--- config.mk ---
export PLATFORM = sky130hd
export DESIGN_NAME = i2s_capture
export DESIGN_NICKNAME = d
export VERILOG_FILES = /design/src/rtl/i2s_capture.sv
export SDC_FILE = /design/constraint.sdc
export NUM_CORES = 1
export LEC_CHECK = 0
export ABC_AREA = 1
export BUFFER_PORTS_ARGS = -buffer_cell sky130_fd_sc_hd__buf_4
export CELL_PAD_IN_SITES_DETAIL_PLACEMENT = 0
export CELL_PAD_IN_SITES_GLOBAL_PLACEMENT = 1
export CORE_AREA = 5 5 110 112
export CTS_CLUSTER_DIAMETER = 30
export CTS_CLUSTER_SIZE = 14
export DETAILED_ROUTE_END_ITERATION = 8
export DIE_AREA = 0 0 115 117
export PLACE_DENSITY_LB_ADDON = 0.1
export SLEW_MARGIN = 30
export SYNTH_ARGS = -nofsm -noshare
export SYNTH_HDL_FRONTEND = slang
export SYNTH_SLANG_ARGS = --single-unit
--- constraint.sdc ---
create_clock -name clk -period 1.7 [get_ports clk]
set_clock_uncertainty 0.2 [all_clocks]
set_input_delay 0.17 -clock clk [delete_from_list [all_inputs] [get_ports clk]]
set_output_delay 0.17 -clock clk [all_outputs]
set_load 0.02 [all_outputs]
--- src/rtl/i2s_capture.sv ---
`timescale 1ns/1ps
// i2s_capture: I2S MEMS microphone front end; deserialises the left slot, decimates,
// reduces to 16-bit PCM and writes it MSB byte first into a byte FIFO.
// Optional macro I2S_CAPTURE_ROUND_EN: round half up with positive saturation (+1 cycle).
module i2s_capture #(
  parameter int CLK_FREQ      = 25_000_000,
  parameter int SCK_FREQ      = 1_562_500,
  parameter int DATA_SIZE     = 24,
  parameter int REDUCE_FACTOR = 2
) (
  input  logic        clk,
  input  logic        rst_n,
  output logic        i2s_clk,
  output logic        i2s_ws,
  input  logic        i2s_sd,
  output logic [15:0] pcm_out,
  output logic        pcm_ready,
  output logic [7:0]  fifo_wr_data,
  output logic        fifo_wr_en,
  input  logic        fifo_full,
  output logic [15:0] drop_count
);

  localparam int DIV   = CLK_FREQ / (2 * SCK_FREQ);
  localparam int DIV_W = (DIV > 1) ? $clog2(DIV) : 1;
  localparam int DEC_W = (REDUCE_FACTOR > 1) ? $clog2(REDUCE_FACTOR) : 1;
  localparam logic [DIV_W-1:0] DIV_LAST = DIV_W'(DIV - 1);
  localparam logic [DEC_W-1:0] DEC_LAST = DEC_W'(REDUCE_FACTOR - 1);
  localparam logic [5:0]       LAST_BIT = 6'(DATA_SIZE);

  typedef enum logic [1:0] {IDLE, HI, LO} emit_state_t;

  logic [DIV_W-1:0]     div_cnt;
  logic [5:0]           bit_cnt;
  logic [5:0]           bit_cnt_next;
  logic [DEC_W-1:0]     dec_cnt;
  logic [DATA_SIZE-1:0] shift_reg;
  logic                 keep_pend;
  logic                 sck_toggle, rise, fall, capture, sample_done;

  assign sck_toggle   = (div_cnt == DIV_LAST);
  assign rise         = sck_toggle & ~i2s_clk;
  assign fall         = sck_toggle &  i2s_clk;
  assign bit_cnt_next = bit_cnt + 6'd1;
  assign capture      = rise && !i2s_ws && (bit_cnt >= 6'd1) && (bit_cnt <= LAST_BIT);
  assign sample_done  = rise && !i2s_ws && (bit_cnt == LAST_BIT);

  // NOTE: sequential state uses non-blocking assignments so every register samples pre-edge values.
  always_ff @(posedge clk or negedge rst_n) begin
    if (!rst_n) begin
      div_cnt   <= '0;
      i2s_clk   <= 1'b0;
      i2s_ws    <= 1'b0;
      bit_cnt   <= '0;
      dec_cnt   <= '0;
      shift_reg <= '0;
      keep_pend <= 1'b0;
    end else begin
      div_cnt   <= sck_toggle ? '0 : div_cnt + 1'b1;
      keep_pend <= 1'b0;
      if (sck_toggle) i2s_clk <= ~i2s_clk;
      if (fall) begin
        bit_cnt <= bit_cnt_next;
        i2s_ws  <= bit_cnt_next[5];
      end
      if (capture) shift_reg <= {shift_reg[DATA_SIZE-2:0], i2s_sd};
      // The completing bit lands in shift_reg on this edge; the word is taken a cycle later.
      if (sample_done) begin
        keep_pend <= (dec_cnt == '0);
        dec_cnt   <= (dec_cnt == DEC_LAST) ? '0 : dec_cnt + 1'b1;
      end
    end
  end

  logic [15:0] trunc_word;
  logic        kept_valid;
  logic [15:0] kept_word;

  assign trunc_word = shift_reg[DATA_SIZE-1 -: 16];

`ifdef I2S_CAPTURE_ROUND_EN
  localparam int RB = (DATA_SIZE > 16) ? DATA_SIZE - 17 : 0;

  logic        round_bit;
  logic [15:0] round_word;
  logic        round_valid;
  logic [15:0] round_q;

  assign round_bit = (DATA_SIZE > 16) ? shift_reg[RB] : 1'b0;

  // NOTE: assign a default first so always_comb never infers a latch.
  always_comb begin
    round_word = trunc_word + {15'd0, round_bit};
    if (trunc_word == 16'h7FFF && round_bit) round_word = 16'h7FFF;
  end

  always_ff @(posedge clk or negedge rst_n) begin
    if (!rst_n) begin
      round_valid <= 1'b0;
      round_q     <= '0;
    end else begin
      round_valid <= keep_pend;
      round_q     <= round_word;
    end
  end

  assign kept_valid = round_valid;
  assign kept_word  = round_q;
`else
  assign kept_valid = keep_pend;
  assign kept_word  = trunc_word;
`endif

  emit_state_t state;
  logic [15:0] word_q;

  always_ff @(posedge clk or negedge rst_n) begin
    if (!rst_n) begin
      state        <= IDLE;
      word_q       <= '0;
      pcm_out      <= '0;
      pcm_ready    <= 1'b0;
      fifo_wr_en   <= 1'b0;
      fifo_wr_data <= '0;
      drop_count   <= '0;
    end else begin
      pcm_ready  <= kept_valid;
      fifo_wr_en <= 1'b0;
      if (kept_valid) pcm_out <= kept_word;
      case (state)
        IDLE: if (kept_valid && !fifo_full) begin
          word_q <= kept_word;
          state  <= HI;
        end
        HI: begin
          fifo_wr_data <= word_q[15:8];
          fifo_wr_en   <= 1'b1;
          state        <= LO;
        end
        LO: if (!fifo_full) begin
          fifo_wr_data <= word_q[7:0];
          fifo_wr_en   <= 1'b1;
          state        <= IDLE;
        end
        default: state <= IDLE;
      endcase
      // A word is lost when the emitter is mid-pair or the FIFO cannot take a new pair.
      if (kept_valid && (state != IDLE || fifo_full) && drop_count != 16'hFFFF)
        drop_count <= drop_count + 16'd1;
    end
  end

endmodule

==> metrics.md <==
| Metric | Value |
|---|---|
| Status | `complete, no violations` |
| Fin Hold WS | `0.0419 ns` |
| Routed vias | `3086` |
| WL/cell | `13.5 microns` |
| Largest register FFs | `24` |
| Initial antenna violation count | `0` |
| Req. time, crit path | `1.71 ns` |
| PD cells | `771 nW/um^2` |
| Synth area leaders | `dfrtp_1, nand2_1, inv_1` |
| Worst R2R Path Depth | `8` |
| Non-Filler Cell Area, Final | `5370 sq um` |
| Final worst path period share | `97.8%` |
| Global-route wire length before repair | `14400 microns` |
| Maxcap violations | `0` |
| Yosys warnings | `0` |
| CTS buffer count | `9` |
| Rows | `39` |
| Cells after Synth | `452` |
| Clock-pin transition on the worst setup and hold timing paths | `0.06 ns` |
| Vias per inst | `4.62` |
| Antenna-violating nets left | `0` |
| LEAKAGE | `2.51 nW` |
| DR iter-0 viols | `166` |
| Detailed Route WL | `9020 microns` |
| Leading area contributor after synthesis | `dfrtp_1` |
| Fill cell total of the finished layout | `1085` |
| CORE AREA | `11100 sq um` |
| CP Cell Sequence | `ha_1 > ha_2 > inv_2 > nor3_4 > nand3_2 > buf_12 > nand2_1 > o21ai_0` |
| Post-Place Cells | `647` |
| Worst-Skew Late Latency | `0.33 ns` |
| Post-DP Area | `4930 sq um` |
| Placer Congestion | `0.758` |
| CP Launch Type | `flop` |
| Global route overflow | `0` |
| Cell family with most CP delay | `flip-flops` |
| Critical path buffer and inverter count | `2` |
| Largest net degree at the start of global routing | `58` |
| Slew @ Worst Pin | `0.326 ns` |
| Post-layout util | `48.2%` |
| #FFs+latches synth | `96` |
| Initial Util | `38.7%` |
| TritonCTS clock tree | `yes` |
| P&R area growth vs syn | `24.8%` |
| Slowest CP cell | `dfrtp_1` |
| # nets final | `536` |
| Final Max Tran Viols | `0` |
| Synth unique cells | `30` |
| Critical Path Sink | `shift_reg[18]` |
| Post-synth net total | `466` |
| Reg-to-reg endpoint | `shift_reg[18]` |
| Post-detail-place hpwl | `6340 microns` |
| Area share of the largest cell type after synthesis | `55.8%` |
| CTS H-tree lvls | `3` |
| CP Class | `flop to flop` |
| VDD IR max | `420 uV` |
| Number of synthesized flops with an enable pin | `0` |
| Asr flop ratio synth | `100%` |
| Pre-antenna DRT Iters | `4` |
| RSZ-0062 raised after global routing | `true` |
| Origin of the critical flop-to-flop path | `div_cnt[0]` |
| WP data arrival | `1.67 ns` |
| Shortest period the worst path allows | `1.66 ns` |
| Synth cell count leaders | `nand2_1, dfrtp_1, inv_1` |
| CTS max path bufs | `2` |
| Crit end category | `flop` |
| Slew HR | `78.3%` |
| Sequential area share after synthesis | `55.8%` |
| Max FO, Critical Path | `48` |
| Fin cells | `668` |
| Post-Syn Area | `4300 sq um` |
| Average size of a mapped cell | `9.52 sq um` |
| Die Area | `13500 sq um` |
| Largest stage delay, worst path | `0.35 ns` |
| Final Setup Violations | `0` |
| # diodes | `0` |
| Die height | `117 microns` |
| Worst setup path startpoint | `div_cnt[0]` |
| DRC Markers | `0` |
| Die X-Extent | `115 microns` |
| Worst Hold Class | `input pin to async pin` |
| Clk sinks | `96` |
| GRT Total Usage | `13.7%` |
| Vias in the first global route | `2883` |
| Most common cell in the netlist | `nand2_1` |
| Flop2flop setup slack | `0.04 ns` |
| Fmax | `602 MHz` |
| Layout cells sized above 1 | `25.1%` |
| Hold Fails Final Rpt | `0` |
| Crit path depth | `8` |
| Root buffer cell | `clkbuf_16` |
| Main synth FF type | `dfrtp_1` |
| IO Port Bufs | `47` |
| IO Pins | `48` |
==> metal layers <==
metal	vias to the layer above	GRT usage [%]	part of all wire [%]	wire length [microns]
li1	1580	-	-	-
met1	1458	19.7	50	4490
met2	40	20.6	44	4010
met3	8	3.03	4.6	411
met4	0	4.69	1.1	103
met5	-	0	0	0
==> worst min path at each step <==
stage | cells after the start | startpoint | slack (ns) | end
after floorplan | 0 | rst_n | -0.33 | bit_cnt[0]
after global routing | 2 | rst_n | 0.05 | drop_count[11]
final | 2 | rst_n | 0.04 | drop_count[11]
after detailed placement | 1 | rst_n | -0.15 | drop_count[11]
after CTS | 2 | rst_n | 0.04 | drop_count[11]
after global placement | 1 | rst_n | -0.15 | drop_count[11]
==> cells in the final DEF (no fill, tap or decap) <==
| cell type | count |
|---|---|
| clkinv_4 | 1 |
| mux2i_1 | 8 |
| nand4_1 | 6 |
| nor2_1 | 27 |
| o21ai_0 | 25 |
| a21boi_0 | 1 |
| buf_12 | 4 |
| nand3_2 | 2 |
| o21ai_2 | 19 |
| ha_1 | 6 |
| xnor2_1 | 2 |
| nor2_2 | 3 |
| o21ai_4 | 1 |
| clkbuf_16 | 12 |
| nor3_2 | 1 |
| nand2_2 | 1 |
| inv_1 | 44 |
| nor2_4 | 2 |
| xor2_1 | 13 |
| nor3_4 | 1 |
| inv_2 | 5 |
| a21oi_1 | 9 |
| clkbuf_1 | 1 |
| o21ai_1 | 24 |
| dfrtp_1 | 94 |
| buf_4 | 65 |
| a21boi_4 | 1 |
| nand2_4 | 2 |
| clkinv_2 | 3 |
| nand2_1 | 116 |
| nand2_8 | 1 |
| dlygate4sd3_1 | 2 |
| ha_2 | 2 |
| dfrtp_2 | 2 |
| ha_4 | 2 |
| a21oi_4 | 2 |
| nand3_1 | 15 |
==> stage by stage <==
| step | setup WS, ns | TNS (ns) | power (W) |
|---|---|---|---|
| after floorplan | 0.00577 | 0 | 0.00234 |
| after global placement | 0.0227 | 0 | 0.00240 |
| after detailed placement | -0.0449 | -0.424 | 0.00240 |
| after CTS | -0.0183 | -0.0616 | 0.00422 |
| after global routing | -0.0672 | -0.938 | 0.00430 |
| final | 0.0378 | 0 | 0.00414 |
==> area by class of cell <==
class | instances | area, sq um | share of cell area (%)
clock buffer | 10 | 229 | 4.27
sequential | 96 | 2400 | 44.8
inverter | 49 | 184 | 3.43
clock inverter | 4 | 23.8 | 0.443
timing repair buffer | 74 | 663 | 12.4
tap | 143 | 179 | 3.33
multi-input combinational | 292 | 1680 | 31.4
==> logic make-up after synthesis <==
| logic type | after synthesis | synth area share [%] |
|---|---|---|
| fa+ha+maj | 10 | 2.91 |
| buf+inv | 64 | 7.10 |
| compound gates | 82 | 11.8 |
| xor+xnor | 15 | 3.05 |
| flops | 96 | 55.8 |
| simple gates | 177 | 17.4 |
| mux | 8 | 1.86 |
==> power by group <==
group	internal [W]	leakage (nW)	switching [W]	total, W
logic	0.0000156	1.15	0.0000510	0.0000665
registers	0.00229	1.24	0.00000119	0.00229
clock network	0.000971	0.128	0.000815	0.00179
total	0.00327	2.51	0.000868	0.00414
==> what timing repair did <==
item                                    in CTS  in global routing
buffers inserted                             0                  2
hold buffers                                 2                  0
endpoints found under the setup margin      41                 60
gates cloned                                 0                  3
gates resized for setup                      3                 18
hold endpoints to repair                    97                  0
pin swaps                                    0                  2
No activity file was read; power rests on OpenSTA's default activity.
